--- config.mk ---
export PLATFORM = sky130hd
export DESIGN_NAME = if_fetch_unit
export DESIGN_NICKNAME = d
export VERILOG_FILES = /design/src/rtl/if_fetch_unit.sv
export SDC_FILE = /design/constraint.sdc
export NUM_CORES = 1
export LEC_CHECK = 0
export ABC_CLOCK_PERIOD_IN_PS = 3900
export BUFFER_PORTS_ARGS = -buffer_cell sky130_fd_sc_hd__buf_2
export CORE_MARGIN = 2
export CORE_UTILIZATION = 58
export CTS_BUF_LIST = sky130_fd_sc_hd__clkbuf_16
export CTS_CLUSTER_DIAMETER = 120
export DETAILED_ROUTE_END_ITERATION = 8
export PLACE_DENSITY = 0.78
export REMOVE_ABC_BUFFERS = 1
export SLEW_MARGIN = 20
export SYNTH_ARGS = -nofsm -noshare
export SYNTH_HDL_FRONTEND = slang
export SYNTH_SLANG_ARGS = --single-unit
--- constraint.sdc ---
create_clock -name clk -period 3.9 [get_ports clk]
set_input_delay 0.78 -clock clk [delete_from_list [all_inputs] [get_ports clk]]
set_output_delay 0.78 -clock clk [all_outputs]
set_load 0.1 [all_outputs]
--- src/rtl/if_fetch_unit.sv ---
// Instruction fetch stage: issues PC-ordered reads to a 1-cycle synchronous IMEM, buffers returns
// in a prefetch FIFO and feeds the IF/ID register. Optional perf counters: define IF_PERF_CNT_EN.
`timescale 1ns/1ps
module if_fetch_unit #(
    parameter logic [31:0] PC_RESET   = 32'h0000_0000,
    parameter int          IMEM_WORDS = 256,
    parameter int          FIFO_DEPTH = 4
) (
    input  logic        clk,
    input  logic        rst,
    input  logic        stall_in,
    output logic        imem_req,
    output logic [31:0] imem_addr,
    input  logic [31:0] imem_rdata,
    output logic [31:0] inst_IF_out,
    output logic [31:0] pc_IF_out,
    output logic        valid_out,
    output logic        stop_out
`ifdef IF_PERF_CNT_EN
    ,
    output logic [31:0] fetch_cnt_out,
    output logic [31:0] stall_cnt_out
`endif
);
    localparam int          AW     = $clog2(FIFO_DEPTH);
    localparam logic [31:0] PC_END = 32'(IMEM_WORDS * 4);

    typedef enum logic [1:0] {S_RUN, S_DRAIN, S_HALT} state_t;

    state_t        state;
    logic [31:0]   pc;
    logic          rd_vld_p1;
    logic [31:0]   rd_pc_p1;
    logic [31:0]   fifo_inst [FIFO_DEPTH];
    logic [31:0]   fifo_pc   [FIFO_DEPTH];
    logic [AW-1:0] wr_ptr;
    logic [AW-1:0] rd_ptr;
    logic [AW:0]   count;
    logic [AW+1:0] occ;
    logic          fifo_empty;
    logic          push;
    logic          pop;
    logic          marker;

    // Reads returning after the end marker belong to the next program slot and are discarded.
    assign fifo_empty = (count == '0);
    assign occ        = {1'b0, count} + (AW+2)'(rd_vld_p1);
    assign imem_req   = (state == S_RUN) && (occ < (AW+2)'(FIFO_DEPTH)) && (pc < PC_END);
    assign imem_addr  = pc;
    assign push       = rd_vld_p1 && (state == S_RUN) && (imem_rdata != 32'h0);
    assign marker     = rd_vld_p1 && (state == S_RUN) && (imem_rdata == 32'h0);
    assign pop        = !stall_in && !fifo_empty && (state != S_HALT);

    // Stage p0 -> p1: issue, capture PC of the in-flight read
    always_ff @(posedge clk) begin
        if (rst) begin
            state       <= S_RUN;
            pc          <= PC_RESET;
            rd_vld_p1   <= 1'b0;
            wr_ptr      <= '0;
            rd_ptr      <= '0;
            count       <= '0;
            inst_IF_out <= '0;
            pc_IF_out   <= '0;
            valid_out   <= 1'b0;
            stop_out    <= 1'b0;
        end else begin
            rd_vld_p1 <= imem_req;
            if (imem_req)
                pc <= pc + 32'd4;

            if (push)
                wr_ptr <= wr_ptr + AW'(1);
            if (pop)
                rd_ptr <= rd_ptr + AW'(1);
            case ({push, pop})
                2'b10:   count <= count + (AW+1)'(1);
                2'b01:   count <= count - (AW+1)'(1);
                default: count <= count;
            endcase

            case (state)
                S_RUN: begin
                    if (marker || ((pc >= PC_END) && !rd_vld_p1))
                        state <= S_DRAIN;
                end
                S_DRAIN: begin
                    if (fifo_empty && !stall_in)
                        state <= S_HALT;
                end
                default: state <= S_HALT;
            endcase

            // Stage p1 -> p2: FIFO head to the IF/ID register
            if (state == S_HALT) begin
                inst_IF_out <= '0;
                valid_out   <= 1'b0;
                stop_out    <= 1'b1;
            end else if (!stall_in) begin
                if (!fifo_empty) begin
                    inst_IF_out <= fifo_inst[rd_ptr];
                    pc_IF_out   <= fifo_pc[rd_ptr];
                    valid_out   <= 1'b1;
                end else begin
                    inst_IF_out <= '0;
                    valid_out   <= 1'b0;
                    if (state == S_DRAIN)
                        stop_out <= 1'b1;
                end
            end
        end
    end

    always_ff @(posedge clk) begin
        if (imem_req)
            rd_pc_p1 <= pc;
        if (push) begin
            fifo_inst[wr_ptr] <= imem_rdata;
            fifo_pc[wr_ptr]   <= rd_pc_p1;
        end
    end

`ifdef IF_PERF_CNT_EN
    function automatic logic [31:0] sat_inc(input logic [31:0] v);
        return (v == 32'hFFFF_FFFF) ? v : v + 32'd1;
    endfunction

    always_ff @(posedge clk) begin
        if (rst) begin
            fetch_cnt_out <= '0;
            stall_cnt_out <= '0;
        end else begin
            if (pop)
                fetch_cnt_out <= sat_inc(fetch_cnt_out);
            if (stall_in && !fifo_empty)
                stall_cnt_out <= sat_inc(stall_cnt_out);
        end
    end
`endif

endmodule
After elaboration in Yosys (flattened, before gate mapping)
Memories as Yosys holds them, arrays and structs flattened. A register that Yosys moved wholly into a read port is not among the register bits. Cells that the tools add are included.

Magnitude comparators: 3. Shifts and indexed selects: 0. Equality and inequality tests: 8. Add/subtract/negate cells: 6. Muxes and demuxes: 14. Div/mod/pow operators: 0. Multipliers: 0. Reduce and logical (&&, ||, !) cells: 24. Bitwise operators: 3.

Operators with widths (number): 32-bit by 3-bit adder with 32-bit output, second input constant (1); 32-bit by 11-bit >= comparator with 1-bit output, second input constant (1); 32-bit zero test (1); 32-bit by 11-bit < comparator with 1-bit output, second input constant (1); 32-bit two-way mux (1); 32-bit nonzero test (1); 1-bit logical AND (9); 2-bit two-way mux (4); 1-bit two-way mux (7); 3-bit one-hot mux with 2 select lines (1); 3-bit AND reduction (2); 2-bit nonzero test (3); 2-bit by 1-bit adder with 2-bit output, second input constant (2); 3-bit by 1-bit adder with 4-bit output (1); 2-bit by 1-bit == test with 1-bit output, second input constant (2); 2-bit == test, second input constant (2); 4-bit by 3-bit < comparator with 1-bit output, second input constant (1); 2-bit by 1-bit != test with 1-bit output, second input constant (2); 2-bit != test, second input constant (2); 2-bit one-hot mux with 2 select lines (1); 3-bit by 1-bit adder with 3-bit output, second input constant (1); 1-bit zero test (3); 3-bit zero test (1); 1-bit inverter (3); other kinds (5) (5).

Bits in latches: 0. Bits in writable memories: 256. Memories: 2. Register bits: 108. Output and inout port bits: 99. ROM bits: 0.

Memories: fifo_inst (depth 4, bits a word 32, read ports 1, clocked after memory_dff 1, wr ports 1, RTL line 34) `logic [31:0] fifo_inst [FIFO_DEPTH];`; fifo_pc (depth 4, bits a word 32, read ports 1, clocked after memory_dff 1, wr ports 1, RTL line 35) `logic [31:0] fifo_pc [FIFO_DEPTH];`.

Logic depth before layout (Yosys ltp)
Gate-level depths: netlist (run 1).

Word-level depth: 6. Gate-level depth with buffers: 12. Depth with buffers taken out: 10.

Worst setup path after synthesis (run 1)
OpenSTA, ideal clock, no wires.

Kind: register to output. From: register pc[24] (netlist: imem_addr[24]). To: output port imem_req. Cell stages (with the launch flop): 4. Required time: 3.120 ns. Data arrival time: 4.009 ns. Setup slack: -0.889 ns. Cell sequence: dfxtp_1 > nor4_1 > nand4_2 > nor2_1.

Word-level cells in the longest chain between the ends: 2.

Ends and longest elaborated chain: from (decl) (RTL line 31) `logic [31:0] pc;`; from (signal assigned) (RTL line 70) `pc <= pc + 32'd4;`; 32-bit by 11-bit < comparator with 1-bit output (RTL line 48) `assign imem_req = (state == S_RUN) && (occ < (AW+2)'(FIFO_DEPTH)) && (pc < PC_END);`; 1-bit logical AND (RTL line 48); to (decl) (RTL line 12) `output logic imem_req,`.

No other way between the ends.

Worst setup path after layout (run 1)
From: register state[1]. To: output port imem_req.

Word-level cells in the longest chain between the ends: 3.

Ends and longest elaborated chain: from (decl) (RTL line 30) `state_t state;`; from (signal assigned) (RTL line 57) `state <= S_RUN;`; from (signal assigned) (RTL line 85) `state <= S_DRAIN;`; from (signal assigned) (RTL line 89) `state <= S_HALT;`; 2-bit zero test (RTL line 48); 1-bit logical AND (2 in series) (RTL line 48).

No other way between the ends.

==> results of run 1 <==
[synth_stat cells, drive strengths merged (7+ instances only)]
| cell type | n | share of area |
|---|---|---|
| a21oi | 36 | 0.013 |
| a22oi | 32 | 0.017 |
| buf | 14 | 0.0067 |
| clkbuf | 31 | 0.0085 |
| dfxtp | 106 | 0.15 |
| edfxtp | 278 | 0.61 |
| ha | 10 | 0.0091 |
| inv | 14 | 0.0038 |
| mux4 | 62 | 0.10 |
| nand2 | 64 | 0.017 |
| nor2 | 51 | 0.014 |
| nor2b | 22 | 0.010 |
| nor3 | 7 | 0.0025 |
| nor4 | 16 | 0.0087 |
| xnor2 | 9 | 0.0057 |
[layer usage]
| layer | up-vias | global-route usage |
|---|---|---|
| met5 | - | 0 |
| met4 | 2 | 0.0576 |
| met3 | 45 | 0.0468 |
| met2 | 276 | 0.372 |
| met1 | 3639 | 0.281 |
| li1 | 3291 | - |
[flip-flops by register name (all words and copies together) (netlist names), named ones only]
| signal | flops |
|---|---|
| imem_addr | 30 |
| rd_pc_p1 | 30 |
| fifo_inst | 128 |
| inst_IF_out | 32 |
| valid_out | 1 |
| state | 2 |
| pc_IF_out | 30 |
| stop_out | 1 |
| fifo_pc | 120 |
| count | 3 |
| rd_vld_p1 | 1 |
| wr_ptr | 2 |
| rd_ptr | 2 |
[report_power, final]
| group | internal [mW] | switching (mW) | total (mW) |
|---|---|---|---|
| logic | 0.941 | 2.26 | 3.20 |
| clock network | 2.15 | 1.43 | 3.59 |
| registers | 5.34 | 0.413 | 5.76 |
| total | 8.44 | 4.10 | 12.5 |
[worst min-delay path by stage]
stage | slack (ns) | endpoint | startpoint
global placement | 0.43 | stop_out$_SDFFE_PP0P_ | stop_out$_SDFFE_PP0P_
finish | 0.45 | stop_out$_SDFFE_PP0P_ | stop_out$_SDFFE_PP0P_
detailed placement | 0.45 | pc_IF_out[18]$_SDFFE_PP0P_ | pc_IF_out[18]$_SDFFE_PP0P_
CTS | 0.45 | pc_IF_out[18]$_SDFFE_PP0P_ | pc_IF_out[18]$_SDFFE_PP0P_
global route | 0.47 | pc_IF_out[26]$_SDFFE_PP0P_ | pc_IF_out[26]$_SDFFE_PP0P_
floorplan | 0.46 | fifo_pc[0][10]$_DFFE_PP_ | rd_pc_p1[10]$_DFFE_PP_
[worst register-to-register path, cell delays in order (launching register included)]
cell and delay (ns):
dfxtp_1 0.35, inv_1 0.07, ha_1 0.21, or3_1 0.35, buf_4 0.27, inv_2 0.10, ha_1 0.19, inv_1 0.06
fa_1 0.38, xor2_1 0.16, or3_1 0.31, a21oi_1 0.14
[stage by stage]
step	power, mW	hold slack [ns]
6_report	12.5	0.448
5_1_grt	13.1	0.472
4_1_cts	12.7	0.454
3_5_place_dp	9.08	0.446
3_3_place_gp	8.99	0.434
2_1_floorplan	8.24	0.459
[kinds of logic (layout without fill, tap and decap cells)]
kind of cell               Yosys count  in the layout
DFF                                384            384
muxes                               63             63
adders and majority gates           11             11
buffers and inverters               59            227
and+or+nand+nor                    180            180
AOI/OAI and AO/OA                   76             76
other                                1              5
xor gates and xnor gates            12             12
[layout make-up]
| class | instances | area, µm² |
|---|---|---|
| flip-flops and latches | 384 | 10500 |
| multi-input cells | 346 | 3030 |
| well taps | 319 | 399 |
| diodes | 1 | 2.50 |
| fillers | 1521 | 7330 |
| clock buffers | 41 | 1030 |
| clock inverters | 28 | 220 |
| repair buffers | 144 | 796 |
| inverters | 14 | 52.6 |
==> metrics.md, run 1 <==
| Metric | Value |
|---|---|
| CP Class | `reg2out` |
| Num rows | `56` |
| Nets@finish | `about 980` |
| Max-cap violation count | `0` |
| Post-DP HPWL | `15300 µm` |
| Reg-to-reg critical path endpoint | `count[2]$_SDFFE_PP0P_` |
| Xor/xnor share of the synthesized area | `0.00765` |
| Critical Path Sink Type | `output port` |
| Fin cells | `1277` |
| DRT Pass-1 Iters | `5` |
| Post-synthesis simple-gate area fraction | `0.0635` |
| Per-cell routed wire length | `~21 µm` |
| Setup WS post-layout | `0.554 ns` |
| Core Util, Final | `0.686` |
| EDFF count, synth | `between 200 and 300` |
| Detailed-route via count | `7253` |
| Worst Setup Start Kind | `flip-flop` |
| Synth Area in Adders | `0.0106` |
| Post-synthesis sequential area ratio | `0.762` |
| Post-CTS sizing | `0` |
| Delay-heaviest family, CP | `simple AND/OR/NAND/NOR gates` |
| Placement Setup Slack | `0.500 ns` |
| First-pass GRT wire length | `40400 µm` |
| Layout cells sized above 1 | `0.285` |
| Leakage | `~5.7 nW` |
| Reg2reg path depth | `11` |
| RR Startpoint | `state[0]$_SDFFE_PP0P_` |
| Synth Cell Area | `around 14000 µm²` |
| H-tree depth | `2` |
| Max layer used | `met5` |
| Setup_tns | `0 ns` |
| Hold_buf cts | `0` |
| Worst setup endpoint | `imem_req` |
| Final instance area | `about 16000 µm²` |
| CTS tree | `yes` |
| Maximum buffer depth of the clock tree | `3` |
| Commonest non-fill, non-tap cell in the layout | `edfxtp_1` |
| CTS Buf Count | `39` |
| Clock sinks | `384` |
| Met3 WL | `roughly 2000 µm` |
| RSZ-0062 raised after global routing | `false` |
| Status | `finished, final reports clean` |
| Die width | `between 150 and 200 µm` |
| M1 WL | `between 10000 and 15000 µm` |
| Port buffer count | `129` |
| Max VDD drop | `around 0.00068 V` |
| Placed Area | `between 10000 and 15000 µm²` |
| Relative slew slack | `0.447` |
| CTS root buf | `clkbuf_16` |
| Commonest non-fill, non-tap cells in the layout | `edfxtp_1 (278), buf_2 (129), dfxtp_1 (104), nand2_1 (64), mux4_2 (62)` |
| Ys flop type | `edfxtp_1` |
| Compound-gate portion of the synthesized area | `0.0348` |
| Worst Setup SP | `state[1]$_SDFFE_PP0P_` |
| CP Max Fanout | `10` |
| Drt drc | `0` |
| Overflow after GRT | `0` |
| Mux share of post-synthesis cell area | `0.102` |
| Tightest Pin Transition | `between 0.8 and 0.9 ns` |
| YS warnings | `0` |
| Mapped Cells | `just under 800` |
| Area Overhead vs Synth | `16.4%` |
| Clock-pin slew on the worst setup and hold paths | `0.06 ns` |
| Mean post-synth cell area | `17.5 µm²` |
| Flops & latches, synth | `around 380` |
| Synth cell types | `37` |
| Largest net degree at the start of global routing | `52` |
| Crit path DAT | `~2.6 ns` |
| Tcrit/Tclk final | `0.858` |
| Critical-path cell list | `inv_1, ha_1, nor4b_2, nand4_2, nor2_4, buf_2` |
| Die H | `around 160 µm` |
| Highest cell delay on the worst timing path | `0.45 ns` |
| Postcts setup bufs | `0` |
| Critical path depth | `6` |
| Final critical-path required period | `between 3 and 4 ns` |
| Hold crit path type | `reg2reg` |
| Worst-case clock skew | `0.0110 ns` |
| Critical-path top delay cell | `buf_2` |
| Core Region | `23300 µm²` |
| Clock latency on the worst-skew pair | `0.52 ns` |
| Initial antenna violation count | `2` |
| Slew Viols, Final | `0` |
| Initial DRC count | `around 530` |
| Placed Instances | `1207` |
| Fraction of registers with async set/reset | `0` |
| Initial core utilization | `0.589` |
| All-Layer GR Usage | `0.216` |
| Total power divided by cell area | `~800 nW/µm²` |
| I/O pin total | `about 130` |
| Internal reg-to-reg setup slack | `between 1 and 1.5 ns` |
| Vias in the first global route | `7314` |
| Die area | `~25000 µm²` |
| Routed Antenna Nets | `0` |
| GP Congestion | `between 0.7 and 0.8` |
| Final hold vios | `0` |
| Routed vias/inst | `roughly 5.7` |
| DRT Wirelength | `26300 µm` |
| Hold Path Depth | `2` |
| Largest family of logic cells by synthesized area | `multiplexers` |
| Met2 Routed Length | `about 13000 µm` |
| Crit path required time | `3.12 ns` |
| Final setup vio count | `0` |
| Fmax | `about 300 MHz` |
| Buf+Inv Stages, Crit Path | `2` |
No activity file was read; power rests on OpenSTA's default activity.
==> inputs of run 2 (changes only) <==
--- a/config.mk
+++ b/config.mk
@@ -5,14 +5,14 @@
 export SDC_FILE = /design/constraint.sdc
 export NUM_CORES = 1
 export LEC_CHECK = 0
-export ABC_CLOCK_PERIOD_IN_PS = 3900
+export ABC_CLOCK_PERIOD_IN_PS = 3890
 export BUFFER_PORTS_ARGS = -buffer_cell sky130_fd_sc_hd__buf_2
 export CORE_MARGIN = 2
-export CORE_UTILIZATION = 58
+export CORE_UTILIZATION = 63
 export CTS_BUF_LIST = sky130_fd_sc_hd__clkbuf_16
 export CTS_CLUSTER_DIAMETER = 120
 export DETAILED_ROUTE_END_ITERATION = 8
-export PLACE_DENSITY = 0.78
+export PLACE_DENSITY = 0.84
 export REMOVE_ABC_BUFFERS = 1
 export SLEW_MARGIN = 20
 export SYNTH_ARGS = -nofsm -noshare
==> constraint.sdc (replaced) <==
create_clock -name clk -period 3.89 [get_ports clk]
set_input_delay 0.778 -clock clk [delete_from_list [all_inputs] [get_ports clk]]
set_output_delay 0.778 -clock clk [all_outputs]
set_load 0.1 [all_outputs]
==> run 2 against run 1 <==
  * Register-to-register slack worse by 0.05 ns
  * Final cell count down 3.0%
  * Global-route usage up 1.9 points
  * Wire length rose by 0.35%
  * Power shrank 1.6%
  * Critical path type unchanged
  * Largest cell class unchanged
==> metrics.md, run 2 (same netlist as run 1, synthesis figures left out) <==
| Metric | Value |
|---|---|
| Vias in the first global route | `7284 (was 7314)` |
| WHS Endpoint | `pc_IF_out[5]$_SDFFE_PP0P_ (was stop_out$_SDFFE_PP0P_)` |
| Post-CTS sizing | `0 (unchanged)` |
| Routed Antenna Nets | `0 (unchanged)` |
| Commonest non-fill, non-tap cells in the layout | `edfxtp_1 (278), buf_2 (129), dfxtp_1 (104), nand2_1 (64), mux4_2 (62) (unchanged)` |
| Overflow after GRT | `0 (unchanged)` |
| Maximum buffer depth of the clock tree | `3 (unchanged)` |
| Critical Path Sink Type | `output port (unchanged)` |
| CP Max Fanout | `10 (unchanged)` |
| Nets@finish | `974 (was 975)` |
| Reg2reg path depth | `11 (unchanged)` |
| Final setup vio count | `0 (unchanged)` |
| Crit path DAT | `2.64 ns (was 2.57 ns)` |
| Die H | `152 µm (was 158 µm)` |
| Max-cap violation count | `0 (unchanged)` |
| CP Class | `reg2out (unchanged)` |
| Num rows | `54 (was 56)` |
| Per-cell routed wire length | `21.3 µm (was 20.6 µm)` |
| Final hold vios | `0 (unchanged)` |
| Slew Viols, Final | `0 (unchanged)` |
| H-tree depth | `2 (unchanged)` |
| Hold Path Depth | `2 (unchanged)` |
| Detailed-route via count | `7268 (was 7253)` |
| Postcts setup bufs | `0 (unchanged)` |
| Drt drc | `0 (unchanged)` |
| Crit path required time | `3.11 ns (was 3.12 ns)` |
| RSZ-0062 raised after global routing | `false (unchanged)` |
| Initial antenna violation count | `2 (unchanged)` |
| Max reg flops | `128 (unchanged)` |
| Final critical-path required period | `3.42 ns` |
| All-Layer GR Usage | `0.235 (was 0.216)` |
| CTS Buf Count | `38 (was 39)` |
| Layout cells sized above 1 | `0.290 (was 0.285)` |
| Area Overhead vs Synth | `15.4% (was 16.4%)` |
| Max VDD drop | `0.000745 V (was 0.000680 V)` |
| Relative slew slack | `0.407 (was 0.447)` |
| Port buffer count | `129 (unchanged)` |
| Hold_sp | `pc_IF_out[5]$_SDFFE_PP0P_ (was stop_out$_SDFFE_PP0P_)` |
| Total power divided by cell area | `778 nW/µm² (was 784 nW/µm²)` |
| Final total power | `12.3 mW (was 12.5 mW)` |
| Biggest register | `fifo_inst (unchanged)` |
| Initial DRC count | `465 (was 525)` |
| Initial core utilization | `0.636 (was 0.589)` |
| Clock-pin slew on the worst setup and hold paths | `0.06 ns (about the same)` |
| Hold crit path type | `reg2reg (unchanged)` |
| Clock sinks | `384 (unchanged)` |
| Internal reg-to-reg setup slack | `1.20 ns (was 1.25 ns)` |
| DRT Wirelength | `26400 µm (was 26300 µm)` |
| Core Region | `21600 µm² (was 23300 µm²)` |
| Post-DP HPWL | `15900 µm (was 15300 µm)` |
| Leakage | `5.63 nW (was 5.67 nW)` |
| Worst Setup Start Kind | `flip-flop (unchanged)` |
| CTS tree | `yes (unchanged)` |
| Core Util, Final | `0.734 (was 0.686)` |
| Routed vias/inst | `5.87 (was 5.68)` |
| Die area | `23000 µm² (was 24900 µm²)` |
| Worst-case clock skew | `0.0227 ns (was 0.0110 ns)` |
| Regs by FF count | `fifo_inst (128), fifo_pc (120), inst_IF_out (32) (unchanged)` |
| Tcrit/Tclk final | `0.878` |
| Largest net degree at the start of global routing | `73 (was 52)` |
| I/O pin total | `134 (unchanged)` |
| Footprint of the multi-input gates | `3030 µm² (unchanged)` |
| Status | `finished, final reports clean (unchanged)` |
| Reg-to-reg critical path endpoint | `count[2]$_SDFFE_PP0P_ (unchanged)` |
| Clock latency on the worst-skew pair | `0.53 ns (was 0.52 ns)` |
| Fillers | `1297 (was 1521)` |
| GP Congestion | `0.734 (was 0.738)` |
| Tightest Pin Transition | `0.889 ns (was 0.830 ns)` |
| DRT Pass-1 Iters | `7 (was 5)` |
| Hold_buf cts | `0 (unchanged)` |
| Die width | `152 µm (was 158 µm)` |
| First-pass GRT wire length | `40400 µm (unchanged)` |
| Fmax | `between 200 and 300 MHz` |
| Register area | `10500 µm² (unchanged)` |
| CTS root buf | `clkbuf_16 (unchanged)` |
| Commonest non-fill, non-tap cell in the layout | `edfxtp_1 (unchanged)` |
| RR Startpoint | `state[0]$_SDFFE_PP0P_ (unchanged)` |
-- run 2: cell types whose count changed in the layout (fill, tap and decap cells not counted), sizes merged --
| cell | change |
|---|---|
| clkinvlp | +1 |
| clkbuf | -2 |
| clkinv | +5 |
| bufinv | -3 |
-- run 2: metal layers --
layer | GRT usage | vias to the layer above | part of all wire
li1 | - | 3282 | -
met1 | 0.307 | 3678 | 0.40
met5 | 0 | - | 0.00049
met3 | 0.0509 | 34 | 0.075
met4 | 0.0574 | 2 | 0.014
met2 | 0.409 | 272 | 0.51
-- run 2: worst max path at each step --
stage	cells past startpoint	slack, ns	end	from
after floorplan	3	-0.90	imem_req	imem_addr[24]$_SDFFE_PP0P_
after detailed placement	11	0.45	count[2]$_SDFFE_PP0P_	imem_rdata[1]
final	6	0.47	imem_req	state[1]$_SDFFE_PP0P_
after global routing	6	0.34	imem_req	state[1]$_SDFFE_PP0P_
after global placement	11	0.59	count[2]$_SDFFE_PP0P_	imem_rdata[1]
after CTS	6	0.49	imem_req	state[1]$_SDFFE_PP0P_
-- run 2: where the power goes --
group	switching [mW]	internal, mW
registers	0.446	5.36
logic	2.25	0.946
clock network	1.45	1.90
-- run 2: critical path: stages, from the launching register on --
cell and delay [ns]:
dfxtp_1 0.31, inv_1 0.09, ha_1 0.30, nor4b_2 0.29, nand4_2 0.40, nor2_4 0.26
buf_2 0.45
-- run 2: layout make-up --
cell class,instances,share of cell area
sequential,384,0.660
multi-input combinational,346,0.191
clock buffer,39,0.0615
timing repair buffer,144,0.0502
tap,280,0.0221
clock inverter,31,0.0115
inverter,14,0.00331
antenna,1,0.000158
-- run 2: through the flow --
| stage | std cells | TNS [ns] | hold slack, ns | cell area (µm²) | worst slack, ns |
|---|---|---|---|---|---|
| after CTS | 1238 | 0 | 0.453 | 15900 | 0.488 |
| after floorplan | 744 | -20.50 | 0.459 | 13500 | -0.897 |
| after global placement | 1168 | 0 | 0.436 | 14700 | 0.585 |
| final | 1239 | 0 | 0.451 | 15900 | 0.475 |
| after detailed placement | 1168 | 0 | 0.445 | 14700 | 0.449 |
| after global routing | 1238 | 0 | 0.471 | 15900 | 0.338 |
